File: src/rtl/tile_render_pkg.sv
// Shared LCD command bytes, colour/state types and the default tile palette
// for the tile frame renderer.
package tile_render_pkg;

  localparam logic [7:0] CMD_SWRESET  = 8'h01;
  localparam logic [7:0] CMD_SLPOUT   = 8'h11;
  localparam logic [7:0] CMD_COLMOD   = 8'h3A;
  localparam logic [7:0] CMD_DISPON   = 8'h29;
  localparam logic [7:0] CMD_CASET    = 8'h2A;
  localparam logic [7:0] CMD_PASET    = 8'h2B;
  localparam logic [7:0] CMD_RAMWR    = 8'h2C;
  localparam logic [7:0] COLMOD_16BPP = 8'h55;

  localparam int unsigned PAL_OBJ_W = 3;
  localparam int unsigned PAL_N     = 1 << PAL_OBJ_W;

  typedef logic [15:0] rgb565_t;

  typedef enum logic [3:0] {
    S_INIT_BYTE,
    S_INIT_WAIT,
    S_IDLE,
    S_FETCH,
    S_CMP,
    S_HDR,
    S_PIX,
    S_NEXT,
    S_DONE
  } state_t;

  // Rows: normal palette 0, normal palette 1, game-over palette.
  localparam rgb565_t DEFAULT_PALETTE [3][PAL_N] = '{
    '{16'h0000, 16'h07E0, 16'hF800, 16'h001F, 16'hFFE0, 16'hF81F, 16'h07FF, 16'hFFFF},
    '{16'h18E3, 16'h03E0, 16'h7800, 16'h000F, 16'h7BE0, 16'h780F, 16'h03EF, 16'hC618},
    '{16'h2104, 16'hF800, 16'hFBE0, 16'hF81F, 16'hFFFF, 16'h8000, 16'h8410, 16'h0000}
  };

  function automatic rgb565_t palette_lookup(input logic [1:0] sel,
                                             input logic [PAL_OBJ_W-1:0] idx);
    case (sel)
      2'd0:    return DEFAULT_PALETTE[0][idx];
      2'd1:    return DEFAULT_PALETTE[1][idx];
      default: return DEFAULT_PALETTE[2][idx];
    endcase
  endfunction

endpackage

File: src/rtl/lcd_byte_writer.sv
// 8080-style byte strobe generator: one byte per req/ack handshake, wrx low
// for WR_LOW clocks then high for WR_HIGH clocks, dcx/data held throughout.
module lcd_byte_writer #(
  parameter int unsigned WR_LOW  = 1,
  parameter int unsigned WR_HIGH = 1
) (
  input  logic       clk,
  input  logic       nrst,
  input  logic       req,
  input  logic       dcx,
  input  logic [7:0] data,
  output logic       ack,
  output logic       idle,
  output logic       lcd_dcx,
  output logic       lcd_wrx,
  output logic [7:0] lcd_d
);

  localparam int unsigned MAXPH = (WR_LOW > WR_HIGH) ? WR_LOW : WR_HIGH;
  localparam int unsigned CW    = $clog2(MAXPH + 1);

  logic          active;
  logic          low_phase;
  logic [CW-1:0] cnt;

  // ack marks the last high-phase clock; a req seen then starts the next byte
  // on the following edge with no idle gap.
  assign ack  = active && !low_phase && (cnt == '0);
  assign idle = !active;

  always_ff @(posedge clk or negedge nrst) begin
    if (!nrst) begin
      active    <= 1'b0;
      low_phase <= 1'b0;
      cnt       <= '0;
      lcd_wrx   <= 1'b1;
      lcd_dcx   <= 1'b1;
      lcd_d     <= '0;
    end else if (req && (idle || ack)) begin
      active    <= 1'b1;
      low_phase <= 1'b1;
      cnt       <= CW'(WR_LOW - 1);
      lcd_wrx   <= 1'b0;
      lcd_dcx   <= dcx;
      lcd_d     <= data;
    end else if (active) begin
      if (cnt != '0) begin
        cnt <= cnt - CW'(1);
      end else if (low_phase) begin
        low_phase <= 1'b0;
        lcd_wrx   <= 1'b1;
        cnt       <= CW'(WR_HIGH - 1);
      end else begin
        active <= 1'b0;
      end
    end
  end

endmodule

File: src/rtl/tile_frame_renderer.sv
// Scans the tile grid, redraws only cells whose object code changed since the
// last frame. Optional power-up LCD init sequence via `define LCD_INIT_SEQ_EN.
module tile_frame_renderer
  import tile_render_pkg::*;
#(
  parameter  int unsigned GRID_W  = 16,
  parameter  int unsigned GRID_H  = 16,
  parameter  int unsigned CELL_PX = 10,
  parameter  int unsigned X_OFF   = 0,
  parameter  int unsigned Y_OFF   = 0,
  parameter  int unsigned OBJ_W   = 3,
  parameter  int unsigned WR_LOW  = 1,
  parameter  int unsigned WR_HIGH = 1,
  localparam int unsigned CXW     = (GRID_W > 1) ? $clog2(GRID_W) : 1,
  localparam int unsigned CYW     = (GRID_H > 1) ? $clog2(GRID_H) : 1
) (
  input  logic             clk,
  input  logic             nrst,
  input  logic             frame_start,
  input  logic             mode,
  input  logic             game_over,
  output logic [CXW-1:0]   cell_x,
  output logic [CYW-1:0]   cell_y,
  input  logic [OBJ_W-1:0] obj_code,
  output logic             busy,
  output logic             frame_done,
  output logic             lcd_csx,
  output logic             lcd_dcx,
  output logic             lcd_wrx,
  output logic [7:0]       lcd_d
);

  localparam int unsigned NCELLS    = GRID_W * GRID_H;
  localparam int unsigned IW        = (NCELLS > 1) ? $clog2(NCELLS) : 1;
  localparam int unsigned PIX_BYTES = 2 * CELL_PX * CELL_PX;
  localparam int unsigned PW        = $clog2(PIX_BYTES + 1);

  state_t           state;
  logic [OBJ_W-1:0] shadow [NCELLS];
  logic [OBJ_W-1:0] obj_q;
  logic [IW-1:0]    cell_idx;
  logic [3:0]       hdr_idx;
  logic [PW-1:0]    pix_cnt;
  rgb565_t          color;
  logic             force_full;
  logic             pal_mode;
  logic             go_prev, go_pend, go_latched, go_now;
  logic [15:0]      x0, x1, y0, y1;
  logic [8:0]       hdr_word;
  logic             wr_req, wr_dcx, wr_ack, wr_idle, wr_ready;
  logic [7:0]       wr_data;

`ifdef LCD_INIT_SEQ_EN
  logic [2:0]  init_idx;
  logic [16:0] wait_cnt;
  logic [8:0]  init_word;

  always_comb begin
    case (init_idx)
      3'd0:    init_word = {1'b0, CMD_SWRESET};
      3'd1:    init_word = {1'b0, CMD_SLPOUT};
      3'd2:    init_word = {1'b0, CMD_COLMOD};
      3'd3:    init_word = {1'b1, COLMOD_16BPP};
      default: init_word = {1'b0, CMD_DISPON};
    endcase
  end
`endif

  assign cell_idx = IW'(32'(cell_y) * GRID_W + 32'(cell_x));
  assign wr_ready = wr_idle || wr_ack;
  assign go_now   = go_pend || (game_over && !go_prev);

  always_comb begin
    x0 = 16'(X_OFF + 32'(cell_x) * CELL_PX);
    x1 = 16'(32'(x0) + CELL_PX - 1);
    y0 = 16'(Y_OFF + 32'(cell_y) * CELL_PX);
    y1 = 16'(32'(y0) + CELL_PX - 1);
    case (hdr_idx)
      4'd0:    hdr_word = {1'b0, CMD_CASET};
      4'd1:    hdr_word = {1'b1, x0[15:8]};
      4'd2:    hdr_word = {1'b1, x0[7:0]};
      4'd3:    hdr_word = {1'b1, x1[15:8]};
      4'd4:    hdr_word = {1'b1, x1[7:0]};
      4'd5:    hdr_word = {1'b0, CMD_PASET};
      4'd6:    hdr_word = {1'b1, y0[15:8]};
      4'd7:    hdr_word = {1'b1, y0[7:0]};
      4'd8:    hdr_word = {1'b1, y1[15:8]};
      4'd9:    hdr_word = {1'b1, y1[7:0]};
      default: hdr_word = {1'b0, CMD_RAMWR};
    endcase
  end

  always_comb begin
    wr_req  = 1'b0;
    wr_dcx  = 1'b1;
    wr_data = '0;
    case (state)
      S_HDR: begin
        wr_req            = 1'b1;
        {wr_dcx, wr_data} = hdr_word;
      end
      S_PIX: begin
        wr_req  = 1'b1;
        wr_data = pix_cnt[0] ? color[7:0] : color[15:8];
      end
`ifdef LCD_INIT_SEQ_EN
      S_INIT_BYTE: begin
        wr_req            = 1'b1;
        {wr_dcx, wr_data} = init_word;
      end
`endif
      default: ;
    endcase
  end

  lcd_byte_writer #(
    .WR_LOW (WR_LOW),
    .WR_HIGH(WR_HIGH)
  ) u_writer (
    .clk    (clk),
    .nrst   (nrst),
    .req    (wr_req),
    .dcx    (wr_dcx),
    .data   (wr_data),
    .ack    (wr_ack),
    .idle   (wr_idle),
    .lcd_dcx(lcd_dcx),
    .lcd_wrx(lcd_wrx),
    .lcd_d  (lcd_d)
  );

  // No reset: after reset force_full makes the first frame ignore the shadow.
  always_ff @(posedge clk) begin
    if (state == S_PIX && wr_ready && pix_cnt == PW'(PIX_BYTES - 1))
      shadow[cell_idx] <= obj_q;
  end

  always_ff @(posedge clk or negedge nrst) begin
    if (!nrst) begin
`ifdef LCD_INIT_SEQ_EN
      state    <= S_INIT_BYTE;
      init_idx <= '0;
      wait_cnt <= '0;
`else
      state    <= S_IDLE;
`endif
      busy       <= 1'b0;
      frame_done <= 1'b0;
      lcd_csx    <= 1'b1;
      cell_x     <= '0;
      cell_y     <= '0;
      force_full <= 1'b1;
      hdr_idx    <= '0;
      pix_cnt    <= '0;
      color      <= '0;
      obj_q      <= '0;
      pal_mode   <= 1'b0;
      go_prev    <= 1'b0;
      go_pend    <= 1'b0;
      go_latched <= 1'b0;
    end else begin
      frame_done <= 1'b0;
      go_prev    <= game_over;
      if (game_over && !go_prev) go_pend <= 1'b1;
      case (state)
`ifdef LCD_INIT_SEQ_EN
        S_INIT_BYTE: begin
          busy    <= 1'b1;
          lcd_csx <= 1'b0;
          if (wr_ready) begin
            init_idx <= init_idx + 3'd1;
            if (init_idx <= 3'd1 || init_idx == 3'd4) begin
              wait_cnt <= '0;
              state    <= S_INIT_WAIT;
            end
          end
        end
        S_INIT_WAIT: begin
          if (wr_idle) begin
            if (init_idx == 3'd5) begin
              busy    <= 1'b0;
              lcd_csx <= 1'b1;
              state   <= S_IDLE;
            end else if (wait_cnt == '1) begin
              state <= S_INIT_BYTE;
            end else begin
              wait_cnt <= wait_cnt + 17'd1;
            end
          end
        end
`endif
        S_IDLE: begin
          if (frame_start && !frame_done) begin
            busy     <= 1'b1;
            lcd_csx  <= 1'b0;
            cell_x   <= '0;
            cell_y   <= '0;
            pal_mode <= mode;
            state    <= S_FETCH;
            if (go_now) begin
              go_latched <= 1'b1;
              go_pend    <= 1'b0;
            end
            if (go_now || mode != pal_mode) force_full <= 1'b1;
          end
        end
        S_FETCH: state <= S_CMP;
        S_CMP: begin
          obj_q <= obj_code;
          color <= palette_lookup(go_latched ? 2'd2 : {1'b0, pal_mode},
                                  PAL_OBJ_W'(obj_code));
          if (obj_code == shadow[cell_idx] && !force_full) begin
            state <= S_NEXT;
          end else begin
            hdr_idx <= '0;
            state   <= S_HDR;
          end
        end
        S_HDR: begin
          if (wr_ready) begin
            if (hdr_idx == 4'd10) begin
              pix_cnt <= '0;
              state   <= S_PIX;
            end else begin
              hdr_idx <= hdr_idx + 4'd1;
            end
          end
        end
        S_PIX: begin
          if (wr_ready) begin
            if (pix_cnt == PW'(PIX_BYTES - 1)) state <= S_NEXT;
            else pix_cnt <= pix_cnt + PW'(1);
          end
        end
        S_NEXT: begin
          if (cell_x == CXW'(GRID_W - 1)) begin
            cell_x <= '0;
            if (cell_y == CYW'(GRID_H - 1)) begin
              state <= S_DONE;
            end else begin
              cell_y <= cell_y + CYW'(1);
              state  <= S_FETCH;
            end
          end else begin
            cell_x <= cell_x + CXW'(1);
            state  <= S_FETCH;
          end
        end
        S_DONE: begin
          // Hold csx low until the final byte has fully left the bus.
          if (wr_idle) begin
            frame_done <= 1'b1;
            busy       <= 1'b0;
            lcd_csx    <= 1'b1;
            force_full <= 1'b0;
            cell_x     <= '0;
            cell_y     <= '0;
            state      <= S_IDLE;
          end
        end
        default: state <= S_IDLE;
      endcase
    end
  end

endmodule
File: config.mk
export PLATFORM = sky130hd
export DESIGN_NAME = tile_frame_renderer
export DESIGN_NICKNAME = d
export VERILOG_FILES = /design/src/rtl/tile_render_pkg.sv /design/src/rtl/lcd_byte_writer.sv /design/src/rtl/tile_frame_renderer.sv
export SDC_FILE = /design/constraint.sdc
export NUM_CORES = 1
export LEC_CHECK = 0
export BUFFER_PORTS_ARGS = -buffer_cell sky130_fd_sc_hd__buf_2
export CAP_MARGIN = 0
export CORE_MARGIN = 3
export CORE_UTILIZATION = 25
export CTS_BUF_LIST = sky130_fd_sc_hd__clkbuf_4 sky130_fd_sc_hd__clkbuf_8
export DETAILED_ROUTE_END_ITERATION = 8
export PLACE_DENSITY = 0.37
export SETUP_SLACK_MARGIN = 0.15
export SLEW_MARGIN = 5
export SYNTH_ARGS = -nofsm -noshare
export SYNTH_HDL_FRONTEND = slang
export SYNTH_SLANG_ARGS = --single-unit
File: constraint.sdc
create_clock -name clk -period 11.9 [get_ports clk]
set_clock_uncertainty 0.1 [all_clocks]
set_input_delay 2.38 -clock clk [delete_from_list [all_inputs] [get_ports clk]]
set_output_delay 2.38 -clock clk [all_outputs]
set_load 0.03 [all_outputs]
==> impl_metrics.ini, run 1 <==
[cts]
clkTransAtPathRegs_ns = 0.06
cts-root-buf = clkbuf_8
clkSinkCount = 827
cts_resized = 0
cts_buffer_depth = 3
clk_latency_ns = 0.84
cts-buffers-inserted = 153
holdBufCountCts = 0
post_cts_buffers = 0
cts_max_level = 4
cts_tree = built

[min_path]
hp-class = flop to flop
hold_start = u_writer.lcd_d[2]

[routing]
drtIter0Drc = 1775
drt-total-wl_um = 108000
drtAntennaViolNets = 0
vias = 19700
dr_wl_met2_um = 49500
first_pass_iters = 5
wl_met3_um = 7210
dr.max_layer_used = met5
wl_per_cell_um = 26.1
drcViolationCount = 0
via_per_inst = 4.77
routedLengthMet1_um = 48000

[power]
p_per_area_nw_per_um2 = 146
p_leak_uw = 0.0155
ir_worst_vdd_v = 0.0000579

[placed_design]
place_area_um2 = 36800
place_worst_setup_slack_ns = 6.48
gp_congestion = 0.762
hpwl_um = 65300
io_buffer_count = 28

[setup_path]
path_max_fanout = 41
cp-start-kind = flop
crit_start = cell_x[0]
cp.arrival_ns = 3.56
critical_path_class = flop to primary output
crit_path_frequent_cell = buf_4
cp_slowest_stage_delay_ns = 0.83
critPathTopFamily = buffers and inverters
crit_chain = buf_4 -> buf_4 -> buf_2
path_buf_inv = 3
critPathCaptureType = primary output
required_ns = 9.42
r2r-start = cell_x[1]
crit_path_top_delay_cell = dfrtp_4

[sta]
fin_ws_ns = 5.86
relSlewSlack_pct = 17.4
setup_viol = 0
hold_viol_final = 0
maxSlewViolCount = 0
worst_pin_slew_ns = 1.24
min_period_ns = 6.04
grt_setup_unrepaired = false
totalNegativeSetupSlack_ns = 0
fmax_mhz = 166
finalCritPeriodShare_pct = 50.8

[synth]
async_flop_share_pct = 7.13
syn-num-nets = 2164
synth_edf_count = 768
ys_seq_area_share_pct = 70.5
ys_ff_latch = 827
synth_area_per_cell_um2 = 16.4
yosysWarningCount = 0
synth.distinct_cells = 74
synthCells = 2125
synth-main-ff-cell = edfxtp_1
netlist_area_um2 = 34800

[cells_and_area]
drive_gt1_share_pct = 21.4
layout_commonest_cell = edfxtp_1
final_area_um2 = 39800
nFillCells = 13800
area_growth_syn_to_layout_pct = 14.3
most-common-layout-cells = edfxtp_1, nor2_1, clkbuf_8, mux4_2
nets = 2251

[floorplan]
start_util_pct = 25.3
placementRows = 136
die_w_um = 379
coreArea_um2 = 138000
ioPinCount = 29
die-area_um2 = 144000
die_h_um = 379

[global_route]
grt_antenna_before_repair = 7
grt-ovfl-total = 0
grt_pass1_wl_um = 154000
grt_usage_pct = 15.0
grt_max_degree = 183
first_global_vias = 20700

[outcome]
status = finished clean

[flow_run]
cap_violations = 0
## where the power goes
part | switching, µW | internal (µW)
Clock | 1230 | 1440
Sequential | 0.0445 | 3130
Combinational | 14.5 | 5.92
## tightest hold or removal path: stages (launching register included)
cell and delay (ns):
dfrtp_1 0.34, nand2_1 0.04, o21ai_0 0.06
## flip-flops by register name (all words and copies together), names as in the netlist, 3 cells and up
register and cells:
obj_q 3, state 4, cell_x 4, color 12, shadow 768, u_writer.lcd_d 8, pix_cnt 8, hdr_idx 4
cell_y 4
## cell families (layout without fill, tap and decap cells)
group,Yosys count,after routing,synth area share (%)
other,0,4,0
adders and majority gates,31,31,1.16
and+or+nand+nor,554,554,6.85
DFF,827,827,70.5
buffers and inverters,154,358,2.29
muxes,293,293,13.8
xor gates and xnor gates,24,24,0.604
AOI/OAI and AO/OA,242,242,4.76
## layer usage
metal	global-route usage, %	vias up
met2	23.4	641
met1	20.1	10300
li1	-	8531
met3	3.98	183
met5	0	-
met4	5.64	2
## cell usage after synthesis (all sizes together), types with 4 or more instances
cell     count  share of area, %
a2111oi      8              0.20
a211oi      10              0.22
a21oi       49              0.70
a221oi      13              0.35
a22o         4              0.10
a22oi       13              0.28
a31oi        9              0.16
a32oi        6              0.15
and2        15              0.27
and3         6              0.11
buf         59               1.3
clkbuf      73              0.79
dfrtp       54               3.9
dfstp        5              0.38
edfxtp     768                66
ha          29               1.0
inv         22              0.24
mux2        32               1.0
mux2i      117               3.4
mux4       144               9.4
nand2      130               1.4
nand2b      10              0.18
nand3       23              0.33
nand3b       4             0.086
nand4       15              0.29
nor2       307               3.3
nor2b       15              0.27
nor3         5             0.072
o211ai       8              0.17
o21ai       48              0.69
o221ai      12              0.30
o22a         4              0.10
o22ai       25              0.45
or4          4             0.086
xnor2       12              0.30
xor2        12              0.30
## layout make-up
cell class                 count  area [µm²]  share of cell area, %
multi-input combinational   1144        9510                   23.9
timing repair buffer          64         435                   1.09
clock inverter                81         538                   1.35
inverter                      22        82.6                  0.208
clock buffer                 191        2400                   6.04
sequential                   827       24600                   61.7
tap                         1794        2240                   5.64
antenna                        4        10.0                 0.0252
## through the flow
| stage | hold slack, ns | power, µW | util (%) | instances |
|---|---|---|---|---|
| 3_3_place_gp | 0.360 | 3210 | 26.7 | 3851 |
| 2_1_floorplan | 0.346 | 3200 | - | 2125 |
| 3_5_place_dp | 0.366 | 3210 | 26.7 | 3851 |
| 5_1_grt | 0.392 | 6070 | 28.9 | 4125 |
| 4_1_cts | 0.375 | 5930 | 28.9 | 4123 |
| 6_report | 0.371 | 5830 | 28.9 | 4127 |
## worst paths after layout
path / slack (ns) / endpoint / cells past startpoint
setup / recovery: 5.86 / cell_x[0] / 3
hold / removal: 0.37 / u_writer.lcd_d[2] / 2
setup reg to reg: 6.47 / hdr_idx[1] / 11
hold reg to reg: 0.37 / u_writer.lcd_d[2] / 2
max in group asynchronous: 9.46 / cell_x[0] / 2
min in group asynchronous: 1.60 / go_prev / 2
(Power assumes the default switching activity.)
==> run 2: changes to the inputs <==
PLACE_DENSITY = 0.39   (was 0.37)
clock period = 4.9 ns   (was 11.9 ns; I/O delays follow)
==> run 2 against run 1 <==
  * Clock power grew 140%
  * Cell count increased by 1.6%
  * Flip-flop and latch count unchanged
  * Setup slack got worse by 5.6 ns
  * Utilization grew 0.42 points
  * Cell area rose by 1.5%
  * Die area is the same
  * First-iteration DRC count grew 2.4%
==> impl_metrics.ini, run 2 (same netlist as run 1, synthesis figures left out) <==
[outcome]
status = finished clean

[setup_path]
crit_path_frequent_cell = o21ai_1
cp_slowest_stage_delay_ns = 0.91
path_buf_inv = 1
critical_path_class = flop to flop
crit_start = cell_x[0]
crit_chain = buf_4 -> mux4_2 -> nand2_1 -> a21oi_1 -> a2111oi_0 -> or4_1 -> nand4_1 -> xnor2_1 -> o31ai_4 -> o21ai_1 -> o21ai_1
critPathCaptureType = flop
regToRegSetupSlack_ns = 0.28
r2r_end = hdr_idx[3]
path_max_fanout = 28
cp.arrival_ns = 5.27
critPathTopFamily = compound AO/OA/AOI/OAI gates
r2r_cells = 11
cp-start-kind = flop
r2r-start = cell_x[0]
required_ns = 5.55
crit_path_top_delay_cell = dfrtp_4

[sta]
finalCritPeriodShare_pct = 94.3
setup_viol = 0
maxSlewViolCount = 0
worst_pin_slew_ns = 0.946
grt_setup_unrepaired = false
min_period_ns = 4.62
totalNegativeSetupSlack_ns = 0
relSlewSlack_pct = 35.3
hold_viol_final = 0
fmax_mhz = 216
fin_ws_ns = 0.277

[cts]
post_cts_buffers = 0
cts-root-buf = clkbuf_8
cts_buffer_depth = 3
cts_max_level = 4
clk_latency_ns = 0.84
clkSinkCount = 827
cts_tree = built
holdBufCountCts = 0
cts_resized = 0
clkTransAtPathRegs_ns = 0.05
cts-buffers-inserted = 149

[placed_design]
place_area_um2 = 37500
place_worst_setup_slack_ns = 0.295
io_buffer_count = 28
placed_cells = 3921
gp_congestion = 0.785
hpwl_um = 69900

[cells_and_area]
final_cells = 4195
nFillCells = 13700
drive_gt1_share_pct = 23.3
largest_register = shadow
nets = 2317
multi_input_area_um2 = 9480
largest_register_ff_count = 768
final_area_um2 = 40400
most-common-layout-cells = edfxtp_1, nor2_1, clkbuf_8, mux4_2, nand2_1
regArea_um2 = 24600
top_regs = shadow x768, color x12
layout_commonest_cell = edfxtp_1
area_growth_syn_to_layout_pct = 16.0

[power]
p_leak_uw = 0.0159
ir_worst_vdd_v = 0.000194
p_per_area_nw_per_um2 = 349

[routing]
drtIter0Drc = 1817
drcViolationCount = 0
via_per_inst = 4.77
vias = 20000
drt-total-wl_um = 110000
drtAntennaViolNets = 0
first_pass_iters = 5
wl_per_cell_um = 26.3

[global_route]
grt_antenna_before_repair = 9
grt_pass1_wl_um = 157000
grt_max_degree = 149
grt_usage_pct = 15.4
first_global_vias = 20900
grt-ovfl-total = 0

[floorplan]
die_w_um = 379
die-area_um2 = 144000
start_util_pct = 25.3
coreArea_um2 = 138000
ioPinCount = 29
die_h_um = 379
placementRows = 136

[min_path]
hp-class = primary input to async pin

[flow_run]
cap_violations = 0
-- run 2: cell count changes in the layout (fill, tap and decap cells not counted), moves of 3 or more --
cell	previous run	this run
buf_4	34	93
nand2_1	117	130
nand2_2	13	0
clkbuf_4	36	47
buf_12	2	12
diode_2	4	1
-- run 2: metrics by stage --
step           power, µW  hold WS [ns]  util [%]
6_report           14100         0.164      29.3
5_1_grt            14600         0.106      29.3
4_1_cts            14300        0.0764      29.3
3_5_place_dp        7800         0.357      27.2
3_3_place_gp        7800         0.365      27.2
2_1_floorplan       7780         0.346         -
-- run 2: per-layer routing --
layer  share of wire, %  track usage (%)  vias up  routed length, µm
li1                   -                -     8670                  -
met1                 43             20.2    10500              47800
met2                 48             25.0      648              52800
met3                6.7             4.19      159               7380
met4                2.1             4.25        6               2290
met5              0.031                0        -                 34
-- run 2: worst reg2reg max path, delay by kind of cell (launching register included) --
family,cells,cell delay [ns]
AO/OA/AOI/OAI,5,1.52
flip-flops,1,0.91
AND/OR/NAND/NOR,3,0.73
multiplexers,1,0.56
buffers and inverters,1,0.47
XOR/XNOR,1,0.26
-- run 2: worst max path at each step --
stage                        end  slack (ns)  cells past startpoint
detailed placement    hdr_idx[0]        0.30                     10
CTS                   hdr_idx[3]        0.29                     11
floorplan           shadow[0][0]        0.81                      0
global placement      hdr_idx[3]       -0.03                     10
global route          hdr_idx[0]        0.17                     11
finish                hdr_idx[3]        0.28                     11
-- run 2: area by class of cell --
| type | count | share of cell area, % |
|---|---|---|
| multi-input combinational | 1144 | 23.5 |
| antenna | 1 | 0.00620 |
| sequential | 827 | 60.9 |
| clock buffer | 200 | 6.09 |
| tap | 1794 | 5.56 |
| inverter | 22 | 0.205 |
| timing repair buffer | 134 | 2.70 |
| clock inverter | 73 | 1.12 |
-- run 2: power breakdown --
group | internal (µW) | switching (µW) | total (µW) | leakage [µW]
Sequential | 7610 | 0.108 | 7610 | 0.00971
Combinational | 14.4 | 34.4 | 48.8 | 0.00461
Clock | 3480 | 2940 | 6420 | 0.00154
==> run 3: changes to the inputs <==
BUFFER_PORTS_ARGS = -buffer_cell sky130_fd_sc_hd__buf_4   (was -buffer_cell sky130_fd_sc_hd__buf_2)
==> run 3 against run 2 <==
  * Critical path type unchanged
  * Total power fell by 1.2%
  * Largest cell class unchanged
  * Global-route usage fell by 0.27 points
  * Sequential share of layout area rose by 0.096 points
  * Hold slack improved by 0.018 ns
  * Cell count fell by 0.29%
  * Wire length fell by 1.7%
  * Via count fell by 1.2%
  * Highest routed layer is now met4
  * Critical endpoint is now hdr_idx[1]
  * Register-to-register slack improved by 0.32 ns
==> impl_metrics.ini, run 3 (same netlist as run 1, synthesis figures left out) <==
[cells_and_area]
largest_register = shadow
final_cells = 4183
nFillCells = 13800
largest_register_ff_count = 768
area_growth_syn_to_layout_pct = 15.8
nets = 2314
top_regs = shadow x768, color x12
drive_gt1_share_pct = 22.7
most-common-layout-cells = edfxtp_1, nor2_1, clkbuf_8, mux4_2, nand2_1
layout_commonest_cell = edfxtp_1

[placed_design]
placed_cells = 3918
io_buffer_count = 28
hpwl_um = 69800
gp_congestion = 0.826

[global_route]
grt_pass1_wl_um = 155000
first_global_vias = 20800
grt_max_degree = 157
grt_usage_pct = 15.1
grt_antenna_before_repair = 2
grt-ovfl-total = 0

[floorplan]
die_w_um = 379
start_util_pct = 25.3
die_h_um = 379
placementRows = 136
ioPinCount = 29
coreArea_um2 = 138000
die-area_um2 = 144000

[sta]
finalCritPeriodShare_pct = 87.7
min_period_ns = 4.30
hold_viol_final = 0
worst_pin_slew_ns = 1.16
relSlewSlack_pct = 22.5
maxSlewViolCount = 0
setup_viol = 0
fmax_mhz = 233
grt_setup_unrepaired = false
totalNegativeSetupSlack_ns = 0

[setup_path]
r2r-start = cell_x[0]
critPathCaptureType = flop
crit_start = cell_x[0]
critical_path_class = flop to flop
required_ns = 5.45
cp-start-kind = flop
path_max_fanout = 20
cp.arrival_ns = 4.85

[routing]
drcViolationCount = 0
via_per_inst = 4.72
wl_per_cell_um = 25.9
drtAntennaViolNets = 0
vias = 19700
first_pass_iters = 7
drt-total-wl_um = 108000
drtIter0Drc = 1628

[power]
ir_worst_vdd_v = 0.000256
p_per_area_nw_per_um2 = 345
p_leak_uw = 0.0158

[outcome]
status = finished clean

[cts]
cts_buffer_depth = 3
cts-buffers-inserted = 149
cts_resized = 0
clkTransAtPathRegs_ns = 0.06
holdBufCountCts = 0
post_cts_buffers = 0
clk_latency_ns = 0.80
cts_tree = built
cts-root-buf = clkbuf_8
clkSinkCount = 827
cts_max_level = 4

[min_path]
hp-class = primary input to async pin

[flow_run]
cap_violations = 0
==> run 3: cell types whose count changed in the layout (fill, tap and decap cells not counted), moves of 2 or more <==
cell	previous run	this run
buf_12	12	10
buf_2	28	0
buf_4	93	121
clkbuf_4	47	38
clkbuf_8	153	151
clkinv_1	39	45
clkinv_2	20	14
inv_8	1	5
==> run 3: critical path: stages, from the launching register on <==
cell       delay [ns]
dfrtp_4          0.73
mux4_1           0.62
mux2_2           0.28
a2111oi_0        0.89
nand4b_1         0.22
nand4_1          0.29
a221oi_2         0.33
nand4_2          0.18
o31ai_4          0.32
o21ai_0          0.17
==> run 3: path summary, 6_finish.rpt <==
path	endpoint	slack, ns	depth (start not counted)
worst max-delay path	hdr_idx[1]	0.60	9
worst min-delay path	u_writer.active	0.18	1
max in group asynchronous	cell_x[2]	3.87	1
min in group clk	go_prev	0.20	1
worst max register to register	hdr_idx[1]	0.60	9
worst min register to register	u_writer.lcd_wrx	0.37	2
==> run 3: final cells by class <==
cell class	count	area (µm²)	area share [%]
sequential	827	24600	60.9
multi-input combinational	1144	9480	23.5
clock buffer	189	2360	5.86
tap	1794	2240	5.57
timing repair buffer	131	1110	2.75
clock inverter	75	458	1.14
inverter	22	82.6	0.205
antenna	1	2.50	0.00621
==> run 3: metal layers <==
| metal | global-route usage (%) | vias up | wire length [µm] |
|---|---|---|---|
| met2 | 24.2 | 591 | 50800 |
| met3 | 3.17 | 171 | 5950 |
| li1 | - | 8652 | - |
| met1 | 20.5 | 10300 | 48800 |
| met5 | 0 | - | 0 |
| met4 | 4.74 | 0 | 2860 |
==> run 3: metrics by stage <==
step,util (%),power [µW],instance area [µm²],hold WS (ns),worst slack [ns]
2_1_floorplan,-,7780,34800,0.346,0.813
3_3_place_gp,27.2,7800,37500,0.360,0.677
3_5_place_dp,27.2,7800,37500,0.358,0.646
4_1_cts,29.2,14100,40300,0.0836,0.638
5_1_grt,29.2,14500,40300,0.119,0.424
6_report,29.2,13900,40300,0.182,0.600
==> run 3: power by group <==
part | internal [µW] | switching, µW
logic | 15.5 | 34.2
clock network | 3330 | 2910
registers | 7610 | 0.0836
total | 11000 | 2950
